[src/rtl/arb_pkg.sv]
// Shared types and constants for the packet arbiter mux.
// Requester count, FSM encoding and default beat width.
package arb_pkg;

  localparam int N_REQ  = 4;
  localparam int DW_DEF = 32;

  typedef enum logic {
    IDLE = 1'b0,
    XFER = 1'b1
  } state_e;

endpackage

[src/rtl/arb_out_reg.sv]
// Single-entry output register for the merged stream.
// Holds data/last while the sink stalls; out_rdy allows a new load.
module arb_out_reg
  import arb_pkg::*;
#(
  parameter int DW = DW_DEF
) (
  input  logic          clk,
  input  logic          aresetn,
  input  logic          load,
  input  logic [DW-1:0] d_data,
  input  logic          d_last,
  input  logic          m_ready,
  output logic          m_valid,
  output logic [DW-1:0] m_data,
  output logic          m_last,
  output logic          out_rdy
);

  assign out_rdy = !m_valid | m_ready;

  always_ff @(posedge clk or negedge aresetn) begin
    if (!aresetn) begin
      m_valid <= 1'b0;
      m_data  <= '0;
      m_last  <= 1'b0;
    end else if (load) begin
      m_valid <= 1'b1;
      m_data  <= d_data;
      m_last  <= d_last;
    end else if (m_ready) begin
      m_valid <= 1'b0;
    end
  end

endmodule

[src/rtl/arbiter_pkt_mux.sv]
// Packet-granular mux in front of an external round-robin arbiter.
// One arbitration cycle per packet; runaway packets cut at MAX_BEATS.
module arbiter_pkt_mux
  import arb_pkg::*;
#(
  parameter int DW        = DW_DEF,
  parameter int MAX_BEATS = 64
) (
  input  logic                      clk,
  input  logic                      aresetn,
  input  logic [N_REQ-1:0]          s_valid,
  input  logic [N_REQ-1:0]          s_last,
  input  logic [N_REQ-1:0][DW-1:0]  s_data,
  output logic [N_REQ-1:0]          s_ready,
  output logic [N_REQ-1:0]          o_arb_req,
  input  logic [N_REQ-1:0]          i_arb_grant,
  output logic                      m_valid,
  output logic                      m_last,
  output logic [DW-1:0]             m_data,
  input  logic                      m_ready,
  output logic [15:0]               o_pkt_cnt,
  output logic                      o_err
);

  localparam logic [7:0] LAST_IDX = 8'(MAX_BEATS - 1);

  state_e      state, state_nxt;
  logic [1:0]  sel, sel_nxt;
  logic [7:0]  beat_cnt;
  logic [15:0] pkt_cnt;
  logic        err;
  logic        out_rdy;
  logic        load;
  logic        beat_last;
  logic        force_end;
  logic        grant_ok;
  logic        grant_bad;

  always_comb begin
    o_arb_req = '0;
    s_ready   = '0;
    state_nxt = state;
    sel_nxt   = sel;
    load      = 1'b0;
    beat_last = 1'b0;
    force_end = 1'b0;
    grant_ok  = 1'b0;
    grant_bad = 1'b0;
    unique case (state)
      IDLE: begin
        if (aresetn && out_rdy)
          o_arb_req = s_valid;
        grant_ok  = $onehot(i_arb_grant) &&
                    |(i_arb_grant & o_arb_req);
        grant_bad = |i_arb_grant && !grant_ok;
        if (grant_ok) begin
          state_nxt = XFER;
          unique case (1'b1)
            i_arb_grant[0]: sel_nxt = 2'd0;
            i_arb_grant[1]: sel_nxt = 2'd1;
            i_arb_grant[2]: sel_nxt = 2'd2;
            i_arb_grant[3]: sel_nxt = 2'd3;
          endcase
        end
      end
      XFER: begin
        if (aresetn)
          s_ready[sel] = out_rdy;
        load      = s_valid[sel] & s_ready[sel];
        // cut a packet that reaches the beat limit without last
        force_end = load && !s_last[sel] &&
                    (beat_cnt == LAST_IDX);
        beat_last = s_last[sel] | force_end;
        if (load && beat_last)
          state_nxt = IDLE;
      end
    endcase
  end

  always_ff @(posedge clk or negedge aresetn) begin
    if (!aresetn) begin
      state    <= IDLE;
      sel      <= 2'd0;
      beat_cnt <= 8'd0;
      pkt_cnt  <= 16'd0;
      err      <= 1'b0;
    end else begin
      state <= state_nxt;
      sel   <= sel_nxt;
      if (state == IDLE && state_nxt == XFER)
        beat_cnt <= 8'd0;
      else if (load)
        beat_cnt <= beat_cnt + 8'd1;
      if (load && beat_last)
        pkt_cnt <= pkt_cnt + 16'd1;
      if (grant_bad || force_end)
        err <= 1'b1;
    end
  end

  assign o_pkt_cnt = pkt_cnt;
  assign o_err     = err;

  arb_out_reg #(
    .DW (DW)
  ) u_out (
    .clk     (clk),
    .aresetn (aresetn),
    .load    (load),
    .d_data  (s_data[sel]),
    .d_last  (beat_last),
    .m_ready (m_ready),
    .m_valid (m_valid),
    .m_data  (m_data),
    .m_last  (m_last),
    .out_rdy (out_rdy)
  );

endmodule

[config.mk]
export PLATFORM = sky130hd
export DESIGN_NAME = arbiter_pkt_mux
export DESIGN_NICKNAME = d
export VERILOG_FILES = /design/src/rtl/arb_pkg.sv /design/src/rtl/arb_out_reg.sv /design/src/rtl/arbiter_pkt_mux.sv
export SDC_FILE = /design/constraint.sdc
export NUM_CORES = 1
export LEC_CHECK = 0
export BUFFER_PORTS_ARGS = -buffer_cell sky130_fd_sc_hd__buf_2
export CELL_PAD_IN_SITES_DETAIL_PLACEMENT = 1
export CELL_PAD_IN_SITES_GLOBAL_PLACEMENT = 2
export CORE_ASPECT_RATIO = 1.25
export CORE_UTILIZATION = 28
export DETAILED_ROUTE_END_ITERATION = 7
export PLACE_DENSITY = 0.91
export SLEW_MARGIN = 15
export SYNTH_ARGS = -nofsm -noshare
export SYNTH_HDL_FRONTEND = slang
export SYNTH_SLANG_ARGS = --single-unit
[constraint.sdc]
create_clock -name clk -period 2.05 [get_ports clk]
set_input_delay 0.1025 -clock clk [delete_from_list [all_inputs] [get_ports clk]]
set_output_delay 0.1025 -clock clk [all_outputs]
set_load 0.005 [all_outputs]
==> run summary <==
The run finished with clean final reports. The via count normalized by instance count is 4.970. The y dimension of the die came out at 132.1 um. The layout cell share with drive strength beyond 1 is 0.6339. The largest voltage drop on the vdd net came out at 0.0006103 V. The final-layout setup total negative slack is 0 ps.

The initial detailed-routing violation count came out at 69. The worst-case setup slack after placement came out at -173.6 ps. The largest net degree at the start of global routing came out at 41.

The number of max-slew violations in the final report came out at 0. The initial antenna violation count came out at 1. The total power draw came out at 6.565 mW. Of the total power, combinational logic draws 0.456.

The area of the die came out at 14000 um^2. Grouping stages by cell kind, the critical path spends the most delay in multiplexers. The number of routed nets with antenna violations came out at 0. The number of enable flip-flop cells after synthesis came out at 0. The post-synthesis average cell area came out at 13.98 um^2. The critical path crosses 3 cells after its start point. The vias after detailed routing came out at 3285. In the layout the commonest cells are sky130_fd_sc_hd__buf_2, sky130_fd_sc_hd__dfrtp_1, sky130_fd_sc_hd__mux4_2. On the final layout, the worst clock skew is 10.75 ps. The pin slew with the least headroom to its limit came out at 620.9 ps.

TritonCTS built the clock tree. Once routing completed, OpenROAD measured the worst setup slack at 69.28 ps. Synthesis produced a netlist whose cell count is 271. Counting along the longest clock path gives a buffer depth of 2. In the final routed layout, each cell accounts on average for 18.15 um.

The share of flip-flops with an asynchronous set or reset came out at 1.000. The kind of end point of the critical path is a register. In this run the cell area of the synthesized design comes to 3789 um^2.

The most used flip-flop cell after synthesis is sky130_fd_sc_hd__dfrtp_1. The synthesis-to-finish area growth is 42.21%. Clock-pin slew was measured on the worst setup and hold paths at 60 ps. The synthesized net count is 420.

Leaving out fill and tap cells, the most frequent cell in the layout is sky130_fd_sc_hd__buf_2. The worst path in the final design needs a cycle of 1981 ps, including I/O delays and setup. The largest individual stage delay along the critical path comes from the cell sky130_fd_sc_hd__and4_2. For the worst setup path, the data required time is 2260 ps. Counting instances, the worst hold path has a depth of 3. The share of synthesized area in the top cell type comes to 0.4095. The count of boundary I/O pins came out at 202. Yosys printed 0 warnings. The remaining design rule violation count is 0.

The number of detailed-routing iterations run before antenna repair came out at 4. Hold is met by 157.1 ps. For this design the ratio of total power to cell area is 1219 nW/um^2. The number of clock sinks is 62.

The final RePlAce weighted congestion came out at 0.8609. Buffers added to address setup during post-CTS repair amount to 0. Data arrives at the worst endpoint at 2190 ps. The clock latency on the worst-skew pair came out at 330 ps. In this run the static leakage power is 2.673 nW. The sequential share of the synthesized area came out at 0.4095. The fraction of the cycle the final worst path needs came out at 0.9662. The site row count is 47.

The class of the worst hold path is input pin to register. The largest fanout on the critical path came out at 17. The core region area came out at 13230 um^2. The final routed wirelength across all metal layers came out at 12000 um. The die is 106.0 um wide.

The final global-route overflow total came out at 0. The final layout contains 634 nets. The quantity of I/O buffers inserted on ports came out at 201. Together, buffers and inverters on the worst path number 0. Of all cell types, the one taking the most synthesized area is sky130_fd_sc_hd__dfrtp_1.

The worst pin sits at a relative slew slack of 0.5861. In the post-synthesis netlist, the biggest area contributors are sky130_fd_sc_hd__dfrtp_1, sky130_fd_sc_hd__mux4_2, sky130_fd_sc_hd__mux2_4. Synthesis instantiated 43 different standard cells from the library.

The first global-routing pass estimated 18810 um of wire. The critical path in this run is classified as register to register. The number of setup violations in the final report came out at 0. In this run, CTS created clock tree buffers numbering 9. The via count of the first global-routing pass was 3714. The half-perimeter wire length of the detailed placement result came out at 9383 um.

The H-tree depth came out at 3. For this configuration, the core starts out at a cell density of 0.2863. The number of standard cells in the final layout excluding fillers is 661. The number of cells in the design after placement is 643.

The number of violations of the max-capacitance limit came out at 0. The cell-internal power is 4.431 mW. The clock power share is 0.238. Of the total power, registers draw 0.306. The worst setup path is launched from a register. The analysis attributes to net switching a power of 2.134 mW.

In this run the clock root is driven by a sky130_fd_sc_hd__clkbuf_16. The share of total power consumed by net switching came out at 0.3251. The worst-case reg-to-reg path depth is 3. The number of synthesized register bits is 62. Walking the worst path, the cells encountered are mux4_2 -> and4_2 -> mux2_4. The worst stage delay on the critical path is 680 ps. Setup repair after global routing left no endpoint under its margin. The hold violation count in the final report is 0. Across every metal layer, demand over resource in global routing totals 0.1749. The timing-limited maximum frequency came out at 504.9 MHz.
-- metal layers --
metal | vias to the layer above | GRT usage | part of all wire
met5 | - | 0 | 0
met4 | 0 | 0.08719 | 0.038
met3 | 37 | 0.04696 | 0.059
met2 | 159 | 0.3068 | 0.53
met1 | 1623 | 0.1933 | 0.37
li1 | 1466 | - | -
-- final timing paths --
kind	startpoint	to	slack, ps
setup / recovery	sel[0]	u_out.m_data[12]	70
hold / removal	i_arb_grant[2]	sel[1]	160
setup reg to reg	sel[0]	u_out.m_data[12]	70
hold reg to reg	o_pkt_cnt[15]	o_pkt_cnt[15]	460
max in group asynchronous	aresetn	u_out.m_data[26]	1100
min in group asynchronous	aresetn	o_err	420
-- registers in the layout, indices dropped and copies added (netlist names) --
name	flops
u_out.m_data	32
o_pkt_cnt	16
beat_cnt	8
sel	2
o_err	1
state	1
u_out.m_last	1
u_out.m_valid	1
-- per-stage QoR --
step                      cell area, um^2  utilization
after global placement               5044       0.3812
after CTS                            5363       0.4053
after floorplan                      3795            -
after global routing                 5388       0.4072
final                                5388       0.4072
after detailed placement             5044       0.3812
-- cells in the mapped netlist (2+ instances only) --
cell type,n
sky130_fd_sc_hd__or4_1,2
sky130_fd_sc_hd__mux2_4,28
sky130_fd_sc_hd__buf_2,4
sky130_fd_sc_hd__buf_6,6
sky130_fd_sc_hd__nor4_2,7
sky130_fd_sc_hd__xor2_1,14
sky130_fd_sc_hd__inv_1,11
sky130_fd_sc_hd__nor2_1,7
sky130_fd_sc_hd__nor3_1,9
sky130_fd_sc_hd__o31ai_1,2
sky130_fd_sc_hd__nand3_1,12
sky130_fd_sc_hd__xnor2_1,2
sky130_fd_sc_hd__nand2_1,10
sky130_fd_sc_hd__mux4_2,34
sky130_fd_sc_hd__buf_4,2
sky130_fd_sc_hd__o21ai_1,4
sky130_fd_sc_hd__and3_1,3
sky130_fd_sc_hd__nand4_1,3
sky130_fd_sc_hd__a21oi_1,7
sky130_fd_sc_hd__and4_1,2
sky130_fd_sc_hd__buf_1,2
sky130_fd_sc_hd__mux2_1,6
sky130_fd_sc_hd__or3_1,5
sky130_fd_sc_hd__ha_1,5
sky130_fd_sc_hd__dfrtp_1,62
sky130_fd_sc_hd__clkbuf_1,2
sky130_fd_sc_hd__and2_1,4
-- power groups by stage --
stage | clock [mW] | sequential, mW | combinational (mW)
finish | 1.56 | 2.01 | 2.99
global route | 1.66 | 2.08 | 3.25
CTS | 1.62 | 2.01 | 3.03
detailed placement | 0 | 2.00 | 3.03
global placement | 0 | 1.99 | 2.90
floorplan | 0 | 1.99 | 1.98
-- logic make-up after synthesis --
group | Yosys count | share of synthesized area
simple gates | 72 | 0.1209
buf+inv | 27 | 0.04194
flops | 62 | 0.4095
compound gates | 19 | 0.03534
mux | 69 | 0.3336
fa+ha+maj | 6 | 0.02180
xor+xnor | 16 | 0.03699
-- worst reg2reg max path, delay by kind of cell (launching register included) --
| family | cells | cell delay (ps) |
|---|---|---|
| flip-flops | 1 | 410 |
| multiplexers | 2 | 770 |
| AND/OR/NAND/NOR | 1 | 680 |
-- layout make-up --
class                           instances  area (um^2)
Inverter                               11        41.29
Timing Repair Buffer                  218         1165
Antenna cell                            1        2.502
Tap cell                              171        214.0
Sequential cell                        62         1553
Multi-Input combinational cell        183         2103
Fill cell                            1494         7844
Clock inverter                          3        42.54
Clock buffer                           12        266.5
-- what timing repair did --
| action | in CTS | in global routing |
|---|---|---|
| endpoints found under the hold margin | 62 | 0 |
| hold buffers | 1 | 0 |
| setup endpoints to repair | 0 | 9 |
| resized for setup | 0 | 2 |
Power figures use the tool's default switching activity.
